[src/rtl/axis_bram_stream_writer_pkg.sv]
// Shared definitions for the AXI-Stream to BRAM writer: FSM encoding and
// the legal upper bound of the delay-line length.
package axis_bram_stream_writer_pkg;

    typedef enum logic [0:0] {
        StRun  = 1'b0,
        StFull = 1'b1
    } wr_state_e;

    localparam int unsigned MaxDelay = 64;

endpackage

[src/rtl/bram_wr_delay_line.sv]
// Fixed-latency shift register carrying a payload plus a valid flag.
// Only the valid bits are reset; payload registers are free-running.
module bram_wr_delay_line #(
    parameter int unsigned Width = 8,
    parameter int unsigned Depth = 1
) (
    input  logic             clk_i,
    input  logic             rst_ni,
    input  logic             valid_i,
    input  logic [Width-1:0] data_i,
    output logic             valid_o,
    output logic [Width-1:0] data_o
);

    logic [Depth-1:0] valid_q;
    logic [Width-1:0] data_q [Depth];

    always_ff @(posedge clk_i) begin
        if (!rst_ni) begin
            valid_q <= '0;
        end else begin
            valid_q[0] <= valid_i;
            for (int unsigned i = 1; i < Depth; i++) begin
                valid_q[i] <= valid_q[i-1];
            end
        end
    end

    always_ff @(posedge clk_i) begin
        data_q[0] <= data_i;
        for (int unsigned i = 1; i < Depth; i++) begin
            data_q[i] <= data_q[i-1];
        end
    end

    assign valid_o = valid_q[Depth-1];
    assign data_o  = data_q[Depth-1];

endmodule

[src/rtl/axis_bram_stream_writer.sv]
// AXI-Stream slave that writes each accepted beat to a BRAM port after a
// fixed latency, with wrap-around or stop-when-full pointer handling.
module axis_bram_stream_writer
    import axis_bram_stream_writer_pkg::*;
#(
    parameter int unsigned DATA_W    = 32,
    parameter int unsigned ADDR_W    = 13,
    parameter int unsigned DELAY     = 16,
    parameter int unsigned WRAP_MODE = 1
) (
    input  logic                s00_axis_aclk,
    input  logic                s00_axis_aresetn,
    input  logic                s00_axis_tvalid,
    output logic                s00_axis_tready,
    input  logic                s00_axis_tlast,
    input  logic [DATA_W-1:0]   s00_axis_tdata,
    input  logic [DATA_W/8-1:0] s00_axis_tstrb,
    input  logic                bram_restart,
    output logic                bram_clk,
    output logic                bram_en,
    output logic [DATA_W/8-1:0] bram_we,
    output logic [ADDR_W-1:0]   bram_addr,
    output logic [DATA_W-1:0]   bram_din,
    output logic                frame_done,
    output logic                buf_full,
    output logic [ADDR_W:0]     beat_count
);

    localparam int unsigned StrbW = DATA_W / 8;
    localparam int unsigned LineW = DATA_W + StrbW + 1 + ADDR_W;
    localparam logic [ADDR_W:0] CntFull   = {1'b1, {ADDR_W{1'b0}}};
    localparam logic [ADDR_W:0] CntFullM1 = {1'b0, {ADDR_W{1'b1}}};

    if (DATA_W % 8 != 0) begin : g_bad_data_w
        $error("DATA_W must be a multiple of 8");
    end
    if (DELAY > MaxDelay) begin : g_bad_delay
        $error("DELAY out of range");
    end

    wr_state_e         state_q, state_d;
    logic [ADDR_W-1:0] wr_ptr_q, wr_ptr_d;
    logic [ADDR_W:0]   cnt_q, cnt_d;

    logic              accept;
    logic [ADDR_W-1:0] cap_addr;
    logic              line_valid;
    logic [LineW-1:0]  line_data;
    logic [DATA_W-1:0] line_din;
    logic [StrbW-1:0]  line_strb;
    logic              line_last;
    logic [ADDR_W-1:0] line_addr;

    assign s00_axis_tready = (state_q == StRun) && s00_axis_aresetn;
    assign accept          = s00_axis_tvalid && s00_axis_tready;
    // A restart coinciding with an acceptance binds that beat to address 0.
    assign cap_addr        = bram_restart ? '0 : wr_ptr_q;

    always_comb begin
        state_d  = state_q;
        wr_ptr_d = wr_ptr_q;
        cnt_d    = cnt_q;
        if (bram_restart) begin
            state_d  = StRun;
            wr_ptr_d = accept ? ADDR_W'(1) : '0;
            cnt_d    = accept ? (ADDR_W + 1)'(1) : '0;
        end else if (accept) begin
            wr_ptr_d = wr_ptr_q + ADDR_W'(1);
            if (cnt_q != CntFull) begin
                cnt_d = cnt_q + (ADDR_W + 1)'(1);
            end
            if (WRAP_MODE == 0 && cnt_q == CntFullM1) begin
                state_d = StFull;
            end
        end
    end

    bram_wr_delay_line #(
        .Width(LineW),
        .Depth(DELAY + 1)
    ) u_delay_line (
        .clk_i  (s00_axis_aclk),
        .rst_ni (s00_axis_aresetn),
        .valid_i(accept),
        .data_i ({s00_axis_tdata, s00_axis_tstrb, s00_axis_tlast, cap_addr}),
        .valid_o(line_valid),
        .data_o (line_data)
    );

    assign {line_din, line_strb, line_last, line_addr} = line_data;

    always_ff @(posedge s00_axis_aclk) begin
        if (!s00_axis_aresetn) begin
            state_q    <= StRun;
            wr_ptr_q   <= '0;
            cnt_q      <= '0;
            bram_en    <= 1'b0;
            bram_we    <= '0;
            bram_addr  <= '0;
            bram_din   <= '0;
            frame_done <= 1'b0;
        end else begin
            state_q    <= state_d;
            wr_ptr_q   <= wr_ptr_d;
            cnt_q      <= cnt_d;
            bram_en    <= 1'b1;
            frame_done <= line_valid && line_last;
            if (line_valid) begin
                bram_we   <= line_strb;
                bram_addr <= line_addr;
                bram_din  <= line_din;
            end else begin
                bram_we <= '0;
            end
        end
    end

    assign bram_clk   = s00_axis_aclk;
    assign buf_full   = (state_q == StFull);
    assign beat_count = cnt_q;

endmodule

[config.mk]
export PLATFORM = sky130hd
export DESIGN_NAME = axis_bram_stream_writer
export DESIGN_NICKNAME = d
export VERILOG_FILES = /design/src/rtl/axis_bram_stream_writer_pkg.sv /design/src/rtl/bram_wr_delay_line.sv /design/src/rtl/axis_bram_stream_writer.sv
export SDC_FILE = /design/constraint.sdc
export NUM_CORES = 1
export LEC_CHECK = 0
export CORE_MARGIN = 1
export CORE_UTILIZATION = 53
export CTS_CLUSTER_DIAMETER = 40
export DETAILED_ROUTE_END_ITERATION = 6
export DONT_BUFFER_PORTS = 1
export GPL_TIMING_DRIVEN = 0
export PLACE_DENSITY = 0.7
export SLEW_MARGIN = 20
export SYNTH_ARGS = -nofsm -noshare
export SYNTH_HDL_FRONTEND = slang
export SYNTH_SLANG_ARGS = --single-unit
[constraint.sdc]
create_clock -name s00_axis_aclk -period 1.3 [get_ports s00_axis_aclk]
set_input_delay 0.13 -clock s00_axis_aclk [delete_from_list [all_inputs] [get_ports s00_axis_aclk]]
set_output_delay 0.13 -clock s00_axis_aclk [all_outputs]
set_load 0.02 [all_outputs]
Yosys cells after proc, flatten, opt, wreduce, memory -nomap -nowiden
Memories as Yosys holds them, arrays and structs flattened.
Cells that the tools add are included.
- memory bits (read-only): 0
- logic and storage cells: 27
- bits in registers: 95
- memories: 1
- latch bits: 0
- RAM bits: 850
- mux-type cells: 9
- $mul: 0
- shift-type cells: 0
- bitwise logic cells: 0
- magnitude comparators: 0
- div/mod/pow operators: 0
- reduce and logical (&&, ||, !) cells: 6
- add/subtract/negate cells: 2
- equality and inequality tests: 1
- memories (name ; words ; width ; rd ports ; clocked after memory_dff ; wr ports ; line ; text):
    u_delay_line.data_q ; 17 ; 50 ; 17 ; 0 ; 17 ; bram_wr_delay_line.sv:16 ; logic [Width-1:0] data_q [Depth];
- operator list (operator ; number):
    $mux W14 ; 3
    $mux W13 ; 3
    $add A14 B1 Y14 const B ; 1
    $ne A14 B14 Y1 const B ; 1
    $add A13 B1 Y13 const B ; 1
    $reduce_and A2 Y1 ; 2
    $reduce_bool A2 Y1 ; 2
    $mux W1 ; 3
    $logic_and A1 B1 Y1 ; 2

Depth between registers and ports, before layout
- depth in word-level cells: 4
- depth in mapped cells: 6
- mapped depth without buffers: 6

Hierarchy
From an unflattened synthesis, not the netlist that was laid out.
- cells, all modules: 1233
- area total of the unflattened synthesis: 20893.8 µm²
- modules (own cells, without submodules) (module ; area an instance (µm²) ; cells an instance ; times used ; seq. area each (µm²)):
    bram_wr_delay_line ; 17490.5 ; 885 ; 1 ; 17356.6
    axis_bram_stream_writer ; 3403.3 ; 348 ; 1 ; 1561.5

==> results by stage <==
Power and ir drop:
- The static leakage is 10.5 nW.
- For this design the ratio of total power to cell area is 2240 nW/um^2.
- The worst-case IR drop observed on VDD is 0.00189 V.
- Of the total power, the clock network draws 0.473.
- The post-layout total power is 58.2 mW.
- The part of the total power dissipated in sequential elements is 0.520.
- Of the total power, combinational logic draws 0.007.
- The switching power as a share of total power is 0.190.
- Internal power comes to 47.1 mW.
- The switching power total is 11.0 mW.

Cells and area:
- The post-layout instance count excluding filler cells is 1994.
- The area of all placed cells without fillers is 25900 sq um.
- At the end of the flow, the number of nets in the layout was 1447.
- The fraction of layout instances using a drive strength above 1 is 0.192.
- The number of antenna repair diodes is 0.
- Compared with the post-synthesis result, the final layout area differs by 25.1%.

Die:
- For this design the top-level I/O count stands at 109.
- The standard-cell row count is 72.
- The initial core utilization is 0.536.
- The floorplan step defined a die boundary enclosing 39900 sq um.
- The total area inside the core boundary comes to 38600 sq um.
- The die height is 200 um.
- From left edge to right edge, the die measures 200 um.

Routing:
- The detailed-route wire length is 24900 um.
- The final routed DRC violation total is 0.
- The wire length per cell is 12.5 um.
- After the first detailed-routing iteration, the DRC count stood at 260.
- The first detailed-routing pass ran for 4 iterations.
- The detailed router placed 8218 vias in this run.
- The routed via count divided by cell count is 4.12.
- The antenna violation net count after detailed routing is 0.

GRT:
- The number of antenna violations at the first check in global routing is 1.
- The total track usage is 0.127.
- The number of global-route vias before repair was 8340.
- The maximum number of pins on one net before global-route repair is 17.
- The global-route wire length before repair is 39100 um.
- The total congestion overflow after global routing is 0.

Synth:
- The synthesized design contains 945 register bits.
- The warning count from the yosys run is 0.
- A synthesized cell averages 17.1 sq um.
- The most used flip-flop cell after synthesis is sky130_fd_sc_hd__dfxtp_1.
- Yosys attributes the largest share of cell area to sky130_fd_sc_hd__dfxtp_1 (91%), sky130_fd_sc_hd__mux2i_1 (2.2%), sky130_fd_sc_hd__nor2b_1 (1.7%).
- The simple-gate portion of the synthesized area is 0.0439.
- Measured against the total synthesized area, the mux share comes to 0.0228.
- The count of different cell masters after synthesis is 37.
- The most frequent cell after synthesis is sky130_fd_sc_hd__dfxtp_1.
- After synthesis, the largest family of logic cells by area is simple AND/OR/NAND/NOR gates.
- The fraction of post-synthesis cell area in the top cell type by area is 0.913.
- Of the total synthesized cell area, the portion taken by full adders, half adders and majority gates is 0.00181.
- Ranked by instance count, the synthesized netlist is headed by sky130_fd_sc_hd__dfxtp_1 (945), sky130_fd_sc_hd__nor2b_1 (55), sky130_fd_sc_hd__mux2i_1 (46).
- In this run the cell area of the synthesized design comes to 20700 sq um.
- The fraction of synthesized cell area in xor and xnor cells is 0.00676.
- The net count of the mapped netlist is 1255.
- The share of synthesized registers carrying an async set or reset is 0.
- The sequential area share after synthesis is 0.913.
- Yosys mapped a number of flops with a built-in enable equal to 0.
- Counting every instance in the synthesized netlist gives 1211.
- The complex-gate fraction of the synthesized area is 0.00561.
- The cell taking the most area after synthesis is sky130_fd_sc_hd__dfxtp_1.

Place:
- The number of I/O port buffers is 0.
- Timing analysis after detailed placement gives a worst setup slack of -459 ps.
- The HPWL after detailed placement is 12200 um.
- Routability-driven placement finished with a final weighted congestion of 0.778.
- The total cell area at the placement stage is 21400 sq um.
- The cell count after placement is 1729.

Setup path:
- Walking the worst path, the cells encountered are inv_4, ha_4, nor4b_4, nand4_1, buf_4, a211oi_2, a41o_1.
- The critical-path cell with the highest stage delay is sky130_fd_sc_hd__dfxtp_4.
- The critical path's top delay family is flip-flops.
- The worst register-to-register path has a setup slack of -200 ps.
- The worst setup path is of the reg -> reg kind.
- The kind of end point of the critical path is a register.
- Data on the critical path arrives at its endpoint at 2140 ps.
- The worst setup path is launched from a register.
- On the worst path, the slowest cell contributes a delay of 390 ps.
- In this run the worst path has a maximum fanout of 6.
- Counting both buffers and inverters, the worst setup path holds a total of 2.
- The data required time at the worst endpoint is 1940 ps.

Run status:
- The final reports fail on setup timing.
- The flow ran to the end, but the final reports show violations.

Hold path:
- The tightest min-delay check is of the in -> reg type.

Timing:
- The count of final max-slew check failures is 0.
- Setup repair after global routing could not meet its margin everywhere.
- The count of final hold-check violations came to 0.
- Based on the critical path, the design can be clocked at up to 667 MHz.
- The clock arrives with 18.4 ps of skew.
- For the final routed database, the setup TNS stands at -1130 ps.
- Dividing the final minimum period by the clock period gives 1.15.
- The final-report setup violation count is 11.
- The transition time at the pin with the least slew margin is 665 ps.
- The worst pin sits at a relative slew slack of 0.557.
- The final worst setup slack is -200 ps.
- The worst path in the final design needs a cycle of 1500 ps, including I/O delays and setup.

CTS:
- TritonCTS built the clock tree.
- The clock slew seen by the registers of the worst setup and hold paths is 60 ps.
- The latest clock arrival within the worst-skew pair is 710 ps.

Run:
- The max-cap check violation count is 0.
[cell families after synthesis]
kind of cell	count (synthesis)
xor gates and xnor gates	16
and+or+nand+nor	151
other	1
AOI/OAI and AO/OA	19
DFF	945
buffers and inverters	29
muxes	47
adders and majority gates	3
[tightest hold or removal path: cells and delay by family]
kind            cells  cell delay [ps]
buf+inv             1              220
mux                 1              140
compound gates      1               80
simple gates        1              130
[final timing paths]
kind	start	depth (start not counted)	to
min	s00_axis_aresetn	4	beat_count[0]$_SDFFE_PN0P_
max reg2reg	beat_count[0]$_SDFFE_PN0P_	7	beat_count[1]$_SDFFE_PN0P_
max	beat_count[0]$_SDFFE_PN0P_	7	beat_count[1]$_SDFFE_PN0P_
min reg2reg	u_delay_line.data_q[3][82]$_DFF_P_	0	u_delay_line.data_q[4][32]$_DFF_P_
[power by group through the flow]
stage          clock network [mW]  registers [mW]  logic, mW
2_1_floorplan              0.0899            30.8      0.110
3_3_place_gp               0.0899            30.9      0.149
3_5_place_dp               0.0899            30.9      0.153
4_1_cts                      28.2            30.3      0.376
5_1_grt                      29.6            30.3      0.416
6_report                     27.5            30.2      0.387
[flip-flops by register name, indices dropped and copies added (netlist names)]
register,cells
bram_we,4
beat_count,14
bram_en,1
bram_addr,13
wr_ptr_q,13
bram_din,32
frame_done,1
u_delay_line.valid_q,17
u_delay_line.data_q,850
[stage by stage]
step                 util  hold slack [ps]
floorplan               -              158
global placement    0.554              158
detailed placement  0.554              158
CTS                 0.669             3.54
global route        0.671             44.4
finish              0.671             51.5
[metal layers]
| metal | share of wire | routed length [um] | GRT usage |
|---|---|---|---|
| met3 | 0.071 | 1770 | 0.0573 |
| met4 | 0.035 | 866 | 0.0701 |
| met1 | 0.40 | 9890 | 0.130 |
| met5 | 0 | 0 | 0 |
| met2 | 0.50 | 12400 | 0.215 |
[cells in the final DEF (no fill, tap or decap), types with 18 or more instances in the layout]
cell                            synthesis  layout
sky130_fd_sc_hd__and2_1                18      18
sky130_fd_sc_hd__mux2i_1               46      46
sky130_fd_sc_hd__clkbuf_16              0      96
sky130_fd_sc_hd__nor2_1                23      23
sky130_fd_sc_hd__nor2b_1               55      55
sky130_fd_sc_hd__dfxtp_1              945     872
sky130_fd_sc_hd__dfxtp_4                0      27
sky130_fd_sc_hd__buf_4                  3      20
sky130_fd_sc_hd__clkbuf_1              11      20
sky130_fd_sc_hd__dfxtp_2                0      46
sky130_fd_sc_hd__dlygate4sd3_1          0      83
[what timing repair did]
item / 4_1_cts / 5_1_grt
gates resized for setup: 104 / 15
gates cloned: 0 / 0
hold endpoints to repair: 71 / 6
hold buffers: 85 / 1
setup endpoints to repair: 128 / 39
buffers inserted: 10 / 4
pin swaps: 13 / 7
[cell type report]
type,count,area [sq um]
plain buffers,21,111
clock buffers,120,2620
clock inverters,48,669
fillers,2538,12700
inverters,7,31.3
multi-input cells,237,1820
flip-flops and latches,945,19100
well taps,518,648
repair buffers,98,952
Power figures use the tool's default switching activity.
